==> src/rtl/interrupt_sequencer.sv <==
// Interrupt entry sequencer for the fetch stage: latches a request, waits for
// in-flight control flow to drain, injects push-PC / push-flags / load-vector,
// and blocks re-entry until the handler's RTI retires.
module interrupt_sequencer #(
  parameter int                     INSTR_WIDTH   = 16,
  parameter logic [INSTR_WIDTH-1:0] OP_PUSH_PC    = 16'hE000,
  parameter logic [INSTR_WIDTH-1:0] OP_PUSH_FLAGS = 16'hE400,
  parameter logic [INSTR_WIDTH-1:0] OP_LOAD_VEC   = 16'hE800,
  parameter int                     DRAIN_CYCLES  = 3
) (
  input  logic                   i_clk,
  input  logic                   i_reset_n,
  input  logic                   i_interrupt_call,
  input  logic                   i_stall,
  input  logic                   i_branch_inflight,
  input  logic                   i_rti_retired,
  output logic                   o_inject,
  output logic [INSTR_WIDTH-1:0] o_inject_instr,
  output logic                   o_fetch_hold,
  output logic                   o_hold_enable,
  output logic                   o_in_service,
  output logic                   o_pending
);

  localparam int               CNT_W    = $clog2(DRAIN_CYCLES + 1);
  localparam logic [CNT_W-1:0] CNT_LAST = CNT_W'(DRAIN_CYCLES - 1);
  localparam logic [CNT_W-1:0] CNT_MAX  = CNT_W'(DRAIN_CYCLES);

  typedef enum logic [2:0] {
    S_IDLE,
    S_DRAIN,
    S_INJ_PC,
    S_INJ_FLAGS,
    S_INJ_VEC,
    S_SERVICE
  } state_t;

  state_t                 r_state;
  logic [CNT_W-1:0]       r_cnt;
  logic                   r_pending;
  logic                   r_inject;
  logic [INSTR_WIDTH-1:0] r_inject_instr;
  logic                   r_fetch_hold;
  logic                   r_hold_enable;
  logic                   r_in_service;

  state_t                 w_state_next;
  logic [CNT_W-1:0]       w_cnt_next;
  logic                   w_pending_next;
  logic                   w_inject;
  logic [INSTR_WIDTH-1:0] w_inject_instr;
  logic                   w_fetch_hold;
  logic                   w_hold_enable;
  logic                   w_in_service;

  // Next-state, drain counter and pending-request logic.
  always_comb begin
    // NOTE: every variable gets a default before the case so no path leaves it
    // unassigned; otherwise synthesis infers a latch.
    w_state_next   = r_state;
    w_cnt_next     = r_cnt;
    w_pending_next = r_pending;

    // A request arriving while already busy is remembered one deep.
    if (r_state != S_IDLE && i_interrupt_call) begin
      w_pending_next = 1'b1;
    end

    case (r_state)
      S_IDLE: begin
        if (i_interrupt_call || r_pending) begin
          w_state_next   = S_DRAIN;
          w_cnt_next     = '0;
          w_pending_next = 1'b0;
        end
      end
      S_DRAIN: begin
        if (i_branch_inflight) begin
          w_cnt_next = '0;
        end else if (r_cnt == CNT_LAST) begin
          w_state_next = S_INJ_PC;
        end else if (r_cnt != CNT_MAX) begin
          w_cnt_next = r_cnt + 1'b1;
        end
      end
      S_INJ_PC:    if (!i_stall) w_state_next = S_INJ_FLAGS;
      S_INJ_FLAGS: if (!i_stall) w_state_next = S_INJ_VEC;
      S_INJ_VEC:   if (!i_stall) w_state_next = S_SERVICE;
      S_SERVICE:   if (i_rti_retired) w_state_next = S_IDLE;
      default:     w_state_next = S_IDLE;
    endcase
  end

  // Output decode of the next state, so the registered outputs line up with r_state.
  always_comb begin
    w_inject       = 1'b0;
    w_inject_instr = '0;
    w_fetch_hold   = 1'b0;
    w_hold_enable  = 1'b0;
    w_in_service   = 1'b0;
    case (w_state_next)
      S_IDLE:      w_hold_enable = 1'b1;
      S_DRAIN:     w_fetch_hold  = 1'b1;
      S_INJ_PC: begin
        w_inject       = 1'b1;
        w_fetch_hold   = 1'b1;
        w_inject_instr = OP_PUSH_PC;
      end
      S_INJ_FLAGS: begin
        w_inject       = 1'b1;
        w_fetch_hold   = 1'b1;
        w_inject_instr = OP_PUSH_FLAGS;
      end
      S_INJ_VEC: begin
        w_inject       = 1'b1;
        w_fetch_hold   = 1'b1;
        w_inject_instr = OP_LOAD_VEC;
      end
      S_SERVICE:   w_in_service  = 1'b1;
      default:     w_hold_enable = 1'b0;
    endcase
  end

  // State, counter, pending flag and registered outputs.
  always_ff @(posedge i_clk or negedge i_reset_n) begin
    if (!i_reset_n) begin
      r_state        <= S_IDLE;
      r_cnt          <= '0;
      r_pending      <= 1'b0;
      r_inject       <= 1'b0;
      r_inject_instr <= '0;
      r_fetch_hold   <= 1'b0;
      r_hold_enable  <= 1'b1;
      r_in_service   <= 1'b0;
    end else begin
      // NOTE: non-blocking assignments keep every register sampling pre-edge values.
      r_state        <= w_state_next;
      r_cnt          <= w_cnt_next;
      r_pending      <= w_pending_next;
      r_inject       <= w_inject;
      r_inject_instr <= w_inject_instr;
      r_fetch_hold   <= w_fetch_hold;
      r_hold_enable  <= w_hold_enable;
      r_in_service   <= w_in_service;
    end
  end

  assign o_inject       = r_inject;
  assign o_inject_instr = r_inject_instr;
  assign o_fetch_hold   = r_fetch_hold;
  assign o_hold_enable  = r_hold_enable;
  assign o_in_service   = r_in_service;
  assign o_pending      = r_pending;

endmodule
==> config.mk <==
export PLATFORM = sky130hd
export DESIGN_NAME = interrupt_sequencer
export DESIGN_NICKNAME = d
export VERILOG_FILES = /design/src/rtl/interrupt_sequencer.sv
export SDC_FILE = /design/constraint.sdc
export NUM_CORES = 1
export LEC_CHECK = 0
export ABC_AREA = 0
export CAP_MARGIN = 20
export CORE_MARGIN = 5
export CORE_UTILIZATION = 35
export DETAILED_ROUTE_END_ITERATION = 10
export DONT_BUFFER_PORTS = 1
export GPL_TIMING_DRIVEN = 0
export PLACE_DENSITY_LB_ADDON = 0.12
export SYNTH_ARGS = -nofsm -noshare
export SYNTH_HDL_FRONTEND = slang
export SYNTH_SLANG_ARGS = --single-unit
export TNS_END_PERCENT = 30
==> constraint.sdc <==
create_clock -name i_clk -period 1.63 [get_ports i_clk]
set_input_delay 0.326 -clock i_clk [delete_from_list [all_inputs] [get_ports i_clk]]
set_output_delay 0.326 -clock i_clk [all_outputs]
set_load 0.02 [all_outputs]
# Word-level counts from Yosys, hierarchy flattened
# Index checks and enable logic that the tools add are counted.
word_totals:
  wordCells: 54
  in_bits: 6
  regBits: 26
  output_inout_bits: 21
op_classes:
  muxes: 21
  eq_ne: 15
  n_addsub: 1
  reduce_logical: 9
op_table:
  columns: ["operator", "count"]
  rows:
  - ["one-hot mux 16 bit (3 select lines)", 1]
  - ["two-way mux 3 bit", 7]
  - ["one-hot mux 3 bit (6 select lines)", 1]
  - ["== test 3 x 2 -> 1 bit, second input constant", 4]
  - ["== test 3 bit, second input constant", 4]
  - ["two-way mux 2 bit", 4]
  - ["two-way mux 1 bit", 7]
  - ["== test 3 x 1 -> 1 bit, second input constant", 2]
  - ["zero test 3 bit", 2]
  - ["!= test 3 bit, second input constant", 2]
  - ["!= test 2 bit, second input constant", 2]
  - ["one-hot mux 2 bit (2 select lines)", 1]
  - ["AND reduction 4 bit", 1]
  - ["OR reduction 4 bit", 1]
  - ["nonzero test 3 bit", 1]
  - ["OR reduction 3 bit", 1]
  - ["adder 2 x 1 -> 2 bit, second input constant", 1]
  - ["== test 2 bit, second input constant", 1]
  - ["nonzero test 2 bit", 1]
  - ["logical AND 1 bit", 1]
  - ["logical OR 1 bit", 1]

# Longest topological paths before layout
logic_depth:
  depth_word: 7
  ltp_mapped: 5

# Least setup slack after synthesis
# OpenSTA, ideal clock, no wires.
synth_timing:
  kind: "reg2reg"
  from: "register r_state[1]"
  to: "register r_cnt[0]"
  stages_incl_launch_ff: 5
  setup_time_ns: 0.079
  path_buffers: 1
  t_required_ns: 1.551
  arrival_time_ns: 1.407
  period_less_slack_ns: 1.487
  path_slack_ns: 0.143
  cell_sequence: "dfrtp_1 buf_6 or3b_4 or4_4 mux2i_1"
synth_via:
  elab_chain_cells: 3
  word_cells_on_any_way: 8
  cone_classes: "eq/ne (4); mux (1); reduce/logical (3)"
synth_lines:
  columns: ["element", "line", "text"]
  rows:
  - ["start: declaration", "38", "state_t r_state;"]
  - ["start signal: assignment", "137", "r_state <= w_state_next;"]
  - ["== test 3 x 1 -> 1 bit / zero test 3 bit (equally long branches)", "69", "case (r_state)"]
  - ["!= test 3 bit (no source line) (tied with other cells)", null, null]
  - ["AND reduction 4 bit (no source line)", null, null]
  - ["end signal: assignment", "138", "r_cnt <= w_cnt_next;"]
  - ["end: declaration", "39", "logic [CNT_W-1:0] r_cnt;"]
# Several ways; a longest one is shown, not always the timed one.
# A chain may end at the register's enable or synchronous reset.

# Worst setup path after layout
# Same ends and word-level chain as after synthesis.

==> impl_metrics.toml <==
[critical_path]
crit_buf_inv = 1
timing.rr.start = "r_state[1]$_DFF_PN0_"
worstPathRequired_ns = 1.82
path_cells = "buf_6 > or3b_4 > or4_4 > mux2i_1"
rrSetupSlack_ns = 0.08
cp_slowest_stage_delay_ns = 0.43
start_kind = "register"
worstPathArrival_ns = 1.75
reg2reg_to = "r_cnt[0]$_DFFE_PN0P_"
critical_path.max_fanout = 9
worstSetupPathType = "reg -> reg"
cp_top_family = "simple AND/OR/NAND/NOR gates"
ff2ff_path_depth = 4
crit_cells = 4
endpoint_kind = "register"
cp_slowest_cell = "or4_4"
startpoint = "r_state[1]$_DFF_PN0_"
endpoint = "r_cnt[0]$_DFFE_PN0P_"

[routing]
routedWlPerCell_um = 10.97
drc = 0
drtAntennaViolNets = 0
dr.pass1.iters = 3
viasPerCell = 4.109
drt-total-wl_mm = 1.207
num_vias = 452
drtIter0Drc = 1

[clocking]
post_cts_resized = 0
cts_buffers = 3
path_clk_slew_ns = 0.08
clockRootBuffer = "clkbuf_4"
clk_latency_ns = 0.27
cts.sink_count = 12
post_cts_buffers = 0
tritoncts = "yes"
cts.htree.levels = 1
ctsLongestPathBuffers = 2

[timing]
fin_crit_ns = 1.554
tightest_slew_ns = 0.5573
finalHoldViolCount = 0
rsz0062_at_grt = "no"
max_freq_mhz = 643.5
setup_tns_ns = 0
relSlewSlack_pct = 62.73
period_share_pct = 95.34
setup_viol = 0
fin_skew_ns = 0.006404
hold_slack_ns = 0.2009
timing.final.ws_setup_ns = 0.07599
final-max-slew-violation-count = 0

[synth]
yosysUniqueCellTypes = 30
yosysWarnings = 0
synth-seq-cells = 12
synthesis.area_um2 = 694.4
postSynthAreaPerCell_um2 = 10.06
synth_cells = 69
synth_seq_area_share_pct = 43.42

[global_routing]
grt_max_degree = 13
antenna_found_initial = 0
grt_pass1_vias = 466
gr-usage-all-layers_pct = 10.64
grt_pass1_wl_mm = 2.125
grt-ovfl-total = 0

[power]
p_leak_nw = 0.4120
vdd_drop_max_mv = 0.7789
power.density_nw_per_um2 = 1680

[place]
placedCellCount = 106
placed_area_um2 = 765.7
post-dp-hpwl_um = 937.8
io_buffers = 0
pre_cts_ws_ns = 0.07490
place_congestion = 0.8037

[finish]
diodes = 0
fin_cells = 110
final_area_um2 = 797.0
drive_above_1_share_pct = 27.71
nFillCells = 199
area_growth_pct = 14.77
nets = 92

[run]
cap_violations = 0

[floorplan]
die_h_um = 54.54
io_pins = 27
rows = 16
die_area_um2 = 2975
start_util_pct = 36.13
core-area_um2 = 1922
die_w_um = 54.54

[hold_path]
hold_class = "in -> reg"

[outcome]
status = "finished clean"
## flip-flops by register name (all words and copies together), names as in the netlist
register        flops
r_state             3
o_inject_instr      2
r_cnt               2
o_fetch_hold        1
o_hold_enable       1
o_in_service        1
o_inject            1
o_pending           1
## final cells by class
cell class | instances | area (um2) | share of cell area [%]
flip-flops and latches | 12 | 301.5 | 37.83
inverters | 4 | 15.01 | 1.884
clock buffers | 4 | 26.28 | 3.297
repair buffers | 1 | 10.01 | 1.256
well taps | 27 | 33.78 | 4.239
multi-input cells | 46 | 282.8 | 35.48
plain buffers | 16 | 127.6 | 16.01
## how the worst min path moves through the flow
stage | start | endpoint | cells past startpoint
6_report | i_stall | o_fetch_hold$_DFF_PN0_ | 2
5_1_grt | i_stall | o_fetch_hold$_DFF_PN0_ | 2
4_1_cts | i_stall | o_fetch_hold$_DFF_PN0_ | 2
3_5_place_dp | i_reset_n | o_fetch_hold$_DFF_PN0_ | 0
3_3_place_gp | i_reset_n | o_fetch_hold$_DFF_PN0_ | 0
2_1_floorplan | i_reset_n | o_fetch_hold$_DFF_PN0_ | 0
## power by group
part           internal (W)  leakage (nW)  total (W)  switching (W)
clock network     0.0000947        0.0150   0.000192      0.0000977
logic              0.000293         0.246   0.000609       0.000316
registers          0.000408         0.151   0.000538       0.000130
## logic make-up (layout without fill, tap and decap cells)
logic type | after synthesis | count (layout) | synth area share (%)
simple gates | 19 | 19 | 15.86
fa+ha+maj | 2 | 2 | 3.603
other cells | 1 | 11 | 0.5400
mux | 1 | 1 | 1.441
compound gates | 12 | 12 | 12.61
flops | 12 | 12 | 43.42
xor+xnor | 1 | 1 | 1.261
buf+inv | 21 | 25 | 21.26
## cell usage in the layout (no fill, tap or decap), types with 3 or more instances in the layout
cell | Yosys | final
o22ai_1 | 3 | 3
conb_1 | 1 | 11
dfrtp_1 | 11 | 11
nor3_1 | 3 | 3
buf_4 | 14 | 14
clkbuf_4 | 0 | 3
inv_1 | 4 | 4
nor2_1 | 5 | 5
## routing by layer
metal,GRT usage [%],vias up,routed length [um]
met4,8.714,0,34
met1,12.33,193,497
li1,-,236,-
met2,15.14,19,540
met5,0,-,0
met3,4.360,4,135
## Yosys cell counts
master / n / area share [%]
a21boi_0: 1 / 1.1
a21o_1: 1 / 1.1
a21oi_1: 1 / 0.72
a22oi_1: 1 / 1.1
a2bb2oi_1: 1 / 1.3
and2b_1: 1 / 1.1
buf_4: 14 / 15
buf_6: 2 / 3.2
clkbuf_2: 1 / 0.72
conb_1: 1 / 0.54
dfrtp_1: 11 / 40
dfstp_2: 1 / 3.8
ha_1: 2 / 3.6
inv_1: 4 / 2.2
mux2i_1: 1 / 1.4
nand2_1: 2 / 1.1
nand2b_1: 1 / 0.90
nor2_1: 5 / 2.7
nor2b_1: 2 / 1.8
nor3_1: 3 / 2.2
o21ai_0: 1 / 0.72
o21ba_2: 1 / 1.4
o22ai_1: 3 / 2.7
o32ai_1: 2 / 2.5
or2_1: 1 / 0.90
or2b_1: 1 / 1.1
or3_1: 1 / 0.90
or3b_4: 1 / 1.6
or4_4: 1 / 1.6
xor2_1: 1 / 1.3
## metrics by stage
stage	total power [W]	util [%]
floorplan	0.001062	-
global placement	0.001155	39.84
detailed placement	0.001156	39.84
CTS	0.001371	41.73
global route	0.001469	41.47
finish	0.001339	41.47
## repair_timing
action	in CTS	in global routing
hold buffers	1	0
hold endpoints to repair	12	0
setup endpoints to repair	0	2
Note: power is estimated with default switching activity, not from simulation.
